==> config.mk <==
export PLATFORM = sky130hd
export DESIGN_NAME = fib_multi_engine
export DESIGN_NICKNAME = d
export VERILOG_FILES = /design/src/rtl/fib_multi_pkg.sv /design/src/rtl/fib_channel.sv /design/src/rtl/fib_multi_engine.sv
export SDC_FILE = /design/constraint.sdc
export NUM_CORES = 1
export LEC_CHECK = 0
export ABC_AREA = 1
export CORE_MARGIN = 2
export CORE_UTILIZATION = 65
export DETAILED_ROUTE_END_ITERATION = 7
export DONT_BUFFER_PORTS = 1
export GPL_TIMING_DRIVEN = 0
export PLACE_DENSITY = 0.87
export SYNTH_ARGS = -nofsm -noshare
export SYNTH_HDL_FRONTEND = slang
export SYNTH_SLANG_ARGS = --single-unit
==> constraint.sdc <==
create_clock -name clk -period 7.1 [get_ports clk]
set_input_delay 1.42 -clock clk [delete_from_list [all_inputs] [get_ports clk]]
set_output_delay 1.42 -clock clk [all_outputs]
set_load 0.02 [all_outputs]
==> src/rtl/fib_multi_pkg.sv <==
// Shared types, defaults and helpers for the multi-channel Fibonacci engine.
package fib_multi_pkg;

  localparam int DEF_WIDTH    = 30;
  localparam int DEF_CHANNELS = 4;
  localparam int DEF_TAP_STEP = 8;
  localparam int DEF_RATES    = 6;

  // The 3-bit rate select addresses up to eight tick lines; unused ones stay low.
  localparam int RATE_SLOTS = 8;

  typedef enum logic [1:0] {
    IDLE,
    RUN,
    WRAP,
    HALT
  } ch_state_t;

  // Prescaler mask for a rate: the low rate*tap_step bits set.
  function automatic logic [63:0] tick_for(input int rate, input int tap_step);
    return (64'd1 << (rate * tap_step)) - 64'd1;
  endfunction

  function automatic logic [2:0] clamp_rate(input logic [2:0] rate, input int rates);
    return (32'(rate) >= rates) ? 3'(rates - 1) : rate;
  endfunction

endpackage

==> src/rtl/fib_channel.sv <==
// One Fibonacci generator: run/wrap/halt state machine, sticky overflow and step pulse.
module fib_channel
  import fib_multi_pkg::*;
#(
  parameter int WIDTH = DEF_WIDTH,
  parameter int RATES = DEF_RATES
) (
  input  logic                  clk,
  input  logic                  reset_n,
  input  logic [RATE_SLOTS-1:0] ticks,
  input  logic                  sel,
  input  logic                  cfg_on,
  input  logic [2:0]            cfg_rate,
  input  logic                  cfg_wrap,
  input  logic                  cfg_restart,
  input  logic                  cfg_clr,
  output logic [WIDTH-1:0]      value,
  output logic                  step,
  output logic                  ovf,
  output logic                  halted
);

  ch_state_t        state, state_d;
  logic [WIDTH-1:0] a, a_d, b, b_d;
  logic [WIDTH:0]   sum;
  logic [2:0]       rate;
  logic             on, wrap;
  logic             resume_halt, resume_d;
  logic             step_d, ovf_set;
  logic             tick, restart;

  assign restart = sel & cfg_restart;
  assign tick    = ticks[rate];
  assign sum     = {1'b0, a} + {1'b0, b};

  // NOTE: every signal driven here gets a default first, so no path leaves it unassigned and no latch is inferred.
  always_comb begin
    state_d  = state;
    a_d      = a;
    b_d      = b;
    resume_d = resume_halt;
    step_d   = 1'b0;
    ovf_set  = 1'b0;
    if (restart) begin
      a_d      = '0;
      b_d      = WIDTH'(1);
      resume_d = 1'b0;
      state_d  = cfg_on ? RUN : IDLE;
    end else if (!on) begin
      // Pausing a halted channel remembers the halt so re-enabling lands back in it.
      state_d = IDLE;
      if (state == HALT) resume_d = 1'b1;
    end else begin
      case (state)
        IDLE: begin
          state_d  = resume_halt ? HALT : RUN;
          resume_d = 1'b0;
        end
        RUN: begin
          if (tick) begin
            a_d    = b;
            step_d = 1'b1;
            if (sum[WIDTH]) begin
              ovf_set = 1'b1;
              state_d = wrap ? WRAP : HALT;
            end else begin
              b_d = sum[WIDTH-1:0];
            end
          end
        end
        WRAP: begin
          if (tick) begin
            a_d     = '0;
            b_d     = WIDTH'(1);
            step_d  = 1'b1;
            state_d = RUN;
          end
        end
        HALT:    state_d = HALT;
        default: state_d = IDLE;
      endcase
    end
  end

  // NOTE: registers take non-blocking assignments so every flop samples pre-edge values together.
  always_ff @(posedge clk) begin
    if (!reset_n) begin
      state       <= IDLE;
      a           <= '0;
      b           <= WIDTH'(1);
      on          <= 1'b0;
      rate        <= '0;
      wrap        <= 1'b0;
      resume_halt <= 1'b0;
      step        <= 1'b0;
      ovf         <= 1'b0;
    end else begin
      state       <= state_d;
      a           <= a_d;
      b           <= b_d;
      resume_halt <= resume_d;
      step        <= step_d;
      // A fresh overflow beats a clear arriving in the same cycle.
      if (ovf_set)            ovf <= 1'b1;
      else if (sel && cfg_clr) ovf <= 1'b0;
      if (sel) begin
        on   <= cfg_on;
        rate <= clamp_rate(cfg_rate, RATES);
        wrap <= cfg_wrap;
      end
    end
  end

  assign value  = a;
  assign halted = (state == HALT);

endmodule

==> src/rtl/fib_multi_engine.sv <==
// CHANNELS independent Fibonacci generators paced by one shared prescaler.
// Optional FIB_MULTI_IRQ_EN adds irq_mask and a registered masked-overflow interrupt.
module fib_multi_engine
  import fib_multi_pkg::*;
#(
  parameter int WIDTH    = DEF_WIDTH,
  parameter int CHANNELS = DEF_CHANNELS,
  parameter int TAP_STEP = DEF_TAP_STEP,
  parameter int RATES    = DEF_RATES
) (
  input  logic                      clk,
  input  logic                      reset_n,
  input  logic                      cfg_we,
  input  logic [3:0]                cfg_ch,
  input  logic                      cfg_on,
  input  logic [2:0]                cfg_rate,
  input  logic                      cfg_wrap,
  input  logic                      cfg_restart,
  input  logic                      cfg_clr,
  output logic [CHANNELS*WIDTH-1:0] value,
  output logic [CHANNELS-1:0]       step,
  output logic [CHANNELS-1:0]       ovf,
  output logic [CHANNELS-1:0]       halted,
`ifdef FIB_MULTI_IRQ_EN
  input  logic [CHANNELS-1:0]       irq_mask,
`endif
  output logic                      irq
);

  // Rate 0 needs no prescaler bits, so RATES >= 2 keeps the counter non-empty.
  localparam int PW = (RATES - 1) * TAP_STEP;

  logic [PW-1:0]         presc;
  logic [RATE_SLOTS-1:0] ticks;

  always_ff @(posedge clk) begin
    if (!reset_n) presc <= '0;
    else          presc <= presc + PW'(1);
  end

  for (genvar r = 0; r < RATE_SLOTS; r++) begin : g_tick
    if (r < RATES) begin : g_used
      localparam logic [PW-1:0] MASK = PW'(tick_for(r, TAP_STEP));
      assign ticks[r] = ((presc & MASK) == MASK);
    end else begin : g_unused
      assign ticks[r] = 1'b0;
    end
  end

  // Indices at or above CHANNELS match no copy, so such writes are dropped.
  for (genvar i = 0; i < CHANNELS; i++) begin : g_ch
    fib_channel #(
      .WIDTH(WIDTH),
      .RATES(RATES)
    ) u_channel (
      .clk        (clk),
      .reset_n    (reset_n),
      .ticks      (ticks),
      .sel        (cfg_we && (cfg_ch == 4'(i))),
      .cfg_on     (cfg_on),
      .cfg_rate   (cfg_rate),
      .cfg_wrap   (cfg_wrap),
      .cfg_restart(cfg_restart),
      .cfg_clr    (cfg_clr),
      .value      (value[i*WIDTH +: WIDTH]),
      .step       (step[i]),
      .ovf        (ovf[i]),
      .halted     (halted[i])
    );
  end

`ifdef FIB_MULTI_IRQ_EN
  always_ff @(posedge clk) begin
    if (!reset_n) irq <= 1'b0;
    else          irq <= |(ovf & irq_mask);
  end
`else
  assign irq = 1'b0;
`endif

endmodule

== Word-level counts from Yosys, hierarchy flattened ==
Index checks and enable logic that the tools add are counted.
Word-level totals
  register bits: 320
  output and inout bits: 133
  word-level logic and storage cells: 275
Operators by class
  add/subtract/negate cells: 5
  order comparisons: 5
  eq/ne operators: 48
  multiplexer cells: 114
  bitwise gates (word level): 13
  reduce and logical (&&, ||, !) cells: 53
Operator list (number)
  $mux W30: 20
  $pmux W30 S2: 8
  $add A30 B30 Y31: 4
  $mux W1: 53
  $mux W2: 24
  $add A40 B1 Y40 const B: 1
  $eq A40 B40 Y1 const B: 1
  $eq A32 B32 Y1 const B: 1
  $ne A4 B4 Y1 const B: 8
  $pmux W2 S4: 4
  $eq A24 B24 Y1 const B: 1
  $reduce_bool A2 Y1: 12
  $reduce_and A5 Y1: 4
  $eq A16 B16 Y1 const B: 1
  $eq A2 B2 Y1 const B: 8
  $lt A3 B4 Y1 const B: 4
  $ne A2 B1 Y1 const B: 8
  $ne A2 B2 Y1 const B: 8
  $ne A4 B3 Y1 const B: 4
  $reduce_and A4 Y1: 4
  $reduce_or A2 Y1: 8
  $reduce_or A4 Y1: 4
  $bmux W1 S3: 4
  $reduce_and A3 Y1: 4
  other kinds (12): 40

== Longest topological paths before layout ==
Gate-level depths: netlist (run 1).
  depth after elaboration: 8
  gate-level depth with buffers: 16
  gate-level depth less buffers: 15

== Cells and area by module ==
A second synthesis (run 1) with hierarchy kept.
Unflattened totals
  cells, all modules: 3732
  area, all modules: 23292.3 µm²
By module, submodules not included
  fib_channel at g_ch[0].u_channel ...: times used 3, cells an instance 840, area each 5205.0 µm², seq. area each 1401.3 µm²
  fib_channel at g_ch[3].u_channel: times used 1, cells an instance 843, area each 5370.2 µm², seq. area each 1401.3 µm²
  fib_multi_engine: times used 1, cells an instance 369, area each 2307.2 µm², seq. area each 800.8 µm²

== Worst setup path after synthesis (run 1) ==
Ideal clock, no wire load.
  kind: input-to-reg
  start: input cfg_ch[3]
  end: register g_ch[1].u_channel.b[10]
  library setup time: 0.132 ns
  arrival: 2.721 ns
  slack: 4.247 ns
  stages on the path: 7
  path buffers: 1
  cell sequence: nor2_1 -> nand2_1 -> nor3_1 -> nand2_1 -> nand2_1 -> clkbuf_1 -> a21oi_1
On the way
  word-level cells in the longest chain between the ends: 4
RTL lines
  from (decl): RTL line fib_multi_engine.sv:14  | input logic [3:0] cfg_ch,
  $eq A4 B1 Y1: RTL line fib_multi_engine.sv:59  | .sel (cfg_we && (cfg_ch == 4'(i))),
  $logic_and A1 B1 Y1: RTL line fib_multi_engine.sv:59
  $and A1 B1 Y1: RTL line fib_channel.sv:32  | assign restart = sel & cfg_restart;
  $reduce_or A2 Y1 (no source line)
  to (signal assigned): RTL line fib_channel.sv:90  | b <= WIDTH'(1);
  to (signal assigned): RTL line fib_channel.sv:100  | b <= b_d;
  to (decl): RTL line fib_channel.sv:24  | logic [WIDTH-1:0] a, a_d, b, b_d;
No other way between the ends.
A chain may end at the register's enable or synchronous reset.

== Final worst setup path (run 1) ==
  start: input cfg_ch[3]
  end: register g_ch[1].u_channel.b[7]
Same word-level chain as after synthesis.

==> results of run 1 <==
==> cell usage after synthesis, types with 3 or more instances <==
cell type / number
sky130_fd_sc_hd__nand2_1: 1245
sky130_fd_sc_hd__inv_1: 508
sky130_fd_sc_hd__nor2_1: 435
sky130_fd_sc_hd__a21oi_1: 395
sky130_fd_sc_hd__dfxtp_1: 320
sky130_fd_sc_hd__nand3_1: 162
sky130_fd_sc_hd__ha_1: 137
sky130_fd_sc_hd__o21ai_0: 131
sky130_fd_sc_hd__clkbuf_1: 64
sky130_fd_sc_hd__xnor2_1: 54
sky130_fd_sc_hd__nand4_1: 42
sky130_fd_sc_hd__nor3_1: 37
sky130_fd_sc_hd__buf_2: 24
sky130_fd_sc_hd__buf_4: 23
sky130_fd_sc_hd__nand3b_1: 17
sky130_fd_sc_hd__o21bai_1: 17
sky130_fd_sc_hd__and2_1: 13
sky130_fd_sc_hd__nor4_1: 9
sky130_fd_sc_hd__o21ai_1: 9
sky130_fd_sc_hd__and3_1: 8
sky130_fd_sc_hd__or2_2: 7
sky130_fd_sc_hd__buf_1: 6
sky130_fd_sc_hd__a21o_1: 5
sky130_fd_sc_hd__a31oi_1: 5
sky130_fd_sc_hd__nor2_4: 5
sky130_fd_sc_hd__o21a_1: 5
sky130_fd_sc_hd__a22oi_1: 4
sky130_fd_sc_hd__fa_1: 4
sky130_fd_sc_hd__nand2_2: 4
sky130_fd_sc_hd__nand3_2: 4
sky130_fd_sc_hd__nor2_2: 4
sky130_fd_sc_hd__buf_6: 3
sky130_fd_sc_hd__inv_2: 3
sky130_fd_sc_hd__xor2_1: 3
==> critical path, stage by stage <==
cell and delay, ns:
sky130_fd_sc_hd__nor2_1 0.12, sky130_fd_sc_hd__nand2_1 0.08, sky130_fd_sc_hd__nor3_1 0.89, sky130_fd_sc_hd__nand2_1 0.22, sky130_fd_sc_hd__nand2_1 0.39, sky130_fd_sc_hd__clkbuf_1 0.46
sky130_fd_sc_hd__a21oi_1 0.10
==> kinds of logic after synthesis <==
family	Yosys count	share of synthesized area, %
XOR/XNOR	57	2.23
AND/OR/NAND/NOR	2002	36.5
adder cells (fa/ha/maj)	141	8.02
flip-flops	320	28.6
buffers and inverters	631	11.2
other	1	0.0168
AO/OA/AOI/OAI	578	13.4
==> stage by stage <==
step	instance area [um^2]	setup WS, ns
floorplan	22400	4.25
global placement	22900	3.47
detailed placement	22900	3.41
CTS	24100	3.96
global route	24100	3.71
finish	24100	3.83
==> how the worst min path moves through the flow <==
stage / to / slack [ns] / cells after the start
after floorplan: g_ch[2].u_channel.wrap$_SDFFE_PN0P_ / 0.43 / 2
after global placement: g_ch[2].u_channel.wrap$_SDFFE_PN0P_ / 0.45 / 2
after detailed placement: g_ch[2].u_channel.wrap$_SDFFE_PN0P_ / 0.45 / 2
after CTS: g_ch[2].u_channel.wrap$_SDFFE_PN0P_ / 0.46 / 2
after global routing: g_ch[2].u_channel.wrap$_SDFFE_PN0P_ / 0.49 / 2
final: g_ch[2].u_channel.wrap$_SDFFE_PN0P_ / 0.46 / 2
==> metal layers <==
metal,vias up,wire (um)
met4,0,2470
met2,769,28000
met5,-,0
li1,11800,-
met1,10300,26700
met3,158,5020
==> power groups by stage <==
stage | Sequential, mW | Clock (mW) | Combinational, mW
6_report | 1.81 | 1.91 | 0.0722
5_1_grt | 1.80 | 2.00 | 0.0793
4_1_cts | 1.81 | 1.93 | 0.0716
3_5_place_dp | 1.84 | 0 | 0.0703
3_3_place_gp | 1.84 | 0 | 0.0691
2_1_floorplan | 1.84 | 0 | 0.0471
==> cell type report <==
cell class	instances	share of cell area (%)
buffer	120	2.44
sequential	320	26.5
clock inverter	13	0.627
multi-input combinational	2779	55.8
tap	448	2.32
clock buffer	52	4.32
inverter	511	7.95
==> flip-flops by register name (all words and copies together), names as in the netlist <==
signal and flops:
g_ch.u_channel.value 120, g_ch.u_channel.rate 12, g_ch.u_channel.ovf 4, g_ch.u_channel.resume_halt 4, presc 40, g_ch.u_channel.state 8, g_ch.u_channel.on 4, g_ch.u_channel.b 120
g_ch.u_channel.step 4, g_ch.u_channel.wrap 4
==> placed cells by master (no fill, tap or decap), types with 23 or more instances in the layout <==
| cell | count |
|---|---|
| sky130_fd_sc_hd__nand3_1 | 162 |
| sky130_fd_sc_hd__xnor2_1 | 54 |
| sky130_fd_sc_hd__nor2_1 | 435 |
| sky130_fd_sc_hd__dfxtp_1 | 320 |
| sky130_fd_sc_hd__nand4_1 | 42 |
| sky130_fd_sc_hd__buf_2 | 24 |
| sky130_fd_sc_hd__ha_1 | 137 |
| sky130_fd_sc_hd__inv_1 | 508 |
| sky130_fd_sc_hd__clkbuf_16 | 37 |
| sky130_fd_sc_hd__buf_4 | 23 |
| sky130_fd_sc_hd__clkbuf_1 | 73 |
| sky130_fd_sc_hd__o21ai_0 | 131 |
| sky130_fd_sc_hd__nand2_1 | 1245 |
| sky130_fd_sc_hd__nor3_1 | 37 |
| sky130_fd_sc_hd__a21oi_1 | 395 |
==> results.md, run 1 <==
* Worst path arrival time at roughly 3.7 ns
* Number of setup buffers added after CTS at 0
* Global routing met2 resource utilization at between 50% and 60%
* Largest net degree at the start of global routing at 14
* Vias per cell at approximately 5.4
* Routed wire length at 62.1 mm
* Dominant cells by area after synthesis: sky130_fd_sc_hd__dfxtp_1 (29%), sky130_fd_sc_hd__nand2_1 (21%), sky130_fd_sc_hd__a21oi_1 (8.8%), sky130_fd_sc_hd__inv_1 (8.5%), sky130_fd_sc_hd__ha_1 (7.7%)
* Capturing element of the worst setup path: g_ch[1].u_channel.b[7]$_SDFFE_PP0P_
* Kind of end point of the critical path: flop
* Result of the run: finished clean
* Kind of critical path: in -> reg
* Library cell with the largest summed area after synthesis: sky130_fd_sc_hd__dfxtp_1
* Distinct cell type count of the synthesized netlist at 47
* Mapped Nets at slightly below 4000
* Global routing usage on met1 at between 40 and 50%
* Antenna Violating Nets Remaining at 0
* Sequential power share at around 48%
* Number of flops mapped to enable cells by yosys at 0
* Combinational fraction of design power at 1.9%
* Boundary pin count at 147
* NetSw at between 0.8 and 0.9 mW
* Hold Violations, Final at 0
* Count of mapped cells out of synthesis at 3730
* Via count of the first global-routing pass at about 21000
* Root Buffer Master: sky130_fd_sc_hd__clkbuf_16
* Violation count after the first detailed-route iteration at 1689
* First-pass GRT wire length at a little over 100 mm
* Gr busiest metal: met2
* Tightest Hold Check Type: reg -> reg
* Static Leak at 12.0 nW
* Number of sinks on the clock net at between 300 and 400
* Routed wire length per instance at between 10 and 15 um
* Post-Route Skew at around 0.026 ns
* Detailed placement HPWL at 47.3 mm
* Maximum number of buffers from clock root to sink at 3
* Power Density at ~160 nW/um^2
* Number of search-and-repair iterations in the first detailed-routing pass at 6
* Critical Path RT at ~7.5 ns
* Vias post-DR at around 23000
* Diodes inserted at 0
* Placer Congestion at between 1 and 1.5
* Top achievable clock speed at 306 MHz
* Most instantiated flip-flop cell in the synthesis netlist: sky130_fd_sc_hd__dfxtp_1
* Die area at about 36000 um^2
* Worst-skew pair later-pin latency at ~0.57 ns
* Gr usage total at between 30% and 40%
* TritonCTS buffer count at 36
* Chip width at approximately 190 um
* Final setup violating endpoints at 0
* Layout area overhead at 7.84%
* GR Layer Usage met3 at under 10%
* Share of the synthesized area in the top cell type at between 20% and 30%
* Combined area of the multi-input logic cells at around 13000 um^2
* Max-slew headroom at a little over a fifth
* Cell area after synthesis at about 22000 um^2
* Worst ir drop on vdd at between 0.2 and 0.25 mV
* Register area at about 6400 um^2
* Startpoint type of the worst setup path: input port
* Largest fanout on the critical path at 10
* Mapped Avg Cell Area at 6.00 um^2
* Final max-slew violation count at 0
* Synthesis-stage register bit count at 320
* Capturing point of the worst reg2reg path: g_ch[1].u_channel.b[7]$_SDFFE_PP0P_
* Internal Dissipation at 2.95 mW
* Number of H-tree branching levels at 2
* # Max-Cap Violations at 0
* Worst slew pin tran at ~1.2 ns
* Number of standard cells in the final layout excluding fillers at between 4000 and 5000
* DRC violations left at 0
* Reg-to-reg startpoint: g_ch[1].u_channel.value[0]$_SDFFE_PP0P_
* Hold buffer count at CTS at 0
* Effective utilization at floorplan at about two thirds
* Final Power at 3.79 mW
* Crit share post-route at 46.1%
* Clock tree from TritonCTS: built
* Finished Core Util at a little under three quarters
* DP Cell Count at about 4200
* Critical path launch point: cfg_ch[3]
* Sequential cell area fraction in the yosys report at 28.6%
* Switching part of the total power at around 22%
* Clock-pin transition on the worst setup and hold timing paths at ~0.06 ns
* Clock period minus worst slack at 3.27 ns
* Row count at 67
* Total global routing overflow at 0
* Number of warnings issued by yosys at 0
* # fillers at slightly above 3000
* Number of nets in the finished design at roughly 3900
* Flop2flop setup slack at between 4 and 5 ns
* Relative contribution of the clock network to total power at between 50% and 60%
* FFs w/ async S/R, synth at 0%
* DIE HEIGHT at ~190 um
* Gates resized, CTS repair at 0
* Core Region at roughly 34000 um^2
* Setup repair after global routing missed its margin: no
* Hold Crit Start: g_ch[2].u_channel.wrap$_SDFFE_PN0P_
* Fraction of layout cells with a size suffix above 1 at around 3.7%
* Hold WS at 0.459 ns
* Setup TNS at 0 ns
* Number of cells traversed by the worst register-to-register path at 16
* Number of antenna violations at the first check in global routing at 0
* Count of buffers from port buffering at 0
No activity file was read; power rests on OpenSTA's default activity.
==> run 2, diff against run 1 <==
clock period = 3.4 ns   (was 7.1 ns; I/O delays follow)
==> results of run 2 <==
Same layout as run 1 (identical final DEF). Status: finished clean.
Main changes from that run: setup slack after placement 3.41 ns -> 0.446 ns; setup slack after layout 3.83 ns -> 0.417 ns; hold slack 0.459 ns -> 0.251 ns; start point of the critical path cfg_ch[3] -> g_ch[1].u_channel.value[0]$_SDFFE_PP0P_; register-to-register setup slack 4.12 ns -> 0.42 ns; end point of the worst hold path g_ch[2].u_channel.wrap$_SDFFE_PN0P_ -> g_ch[0].u_channel.rate[2]$_SDFFE_PN0P_; total power 3.79 mW -> 7.92 mW; worst IR drop on VDD 0.216 mV -> 0.451 mV
==> run 3, diff against run 2 <==
SKIP_LAST_GASP = 1   (was unset)
==> results of run 3 <==
Same layout as run 1 (identical final DEF). Status: finished clean.
Main changes from that run: setup slack after placement 3.41 ns -> 0.446 ns; setup slack after layout 3.83 ns -> 0.417 ns; hold slack 0.459 ns -> 0.251 ns; start point of the critical path cfg_ch[3] -> g_ch[1].u_channel.value[0]$_SDFFE_PP0P_; register-to-register setup slack 4.12 ns -> 0.42 ns; end point of the worst hold path g_ch[2].u_channel.wrap$_SDFFE_PN0P_ -> g_ch[0].u_channel.rate[2]$_SDFFE_PN0P_; total power 3.79 mW -> 7.92 mW; worst IR drop on VDD 0.216 mV -> 0.451 mV
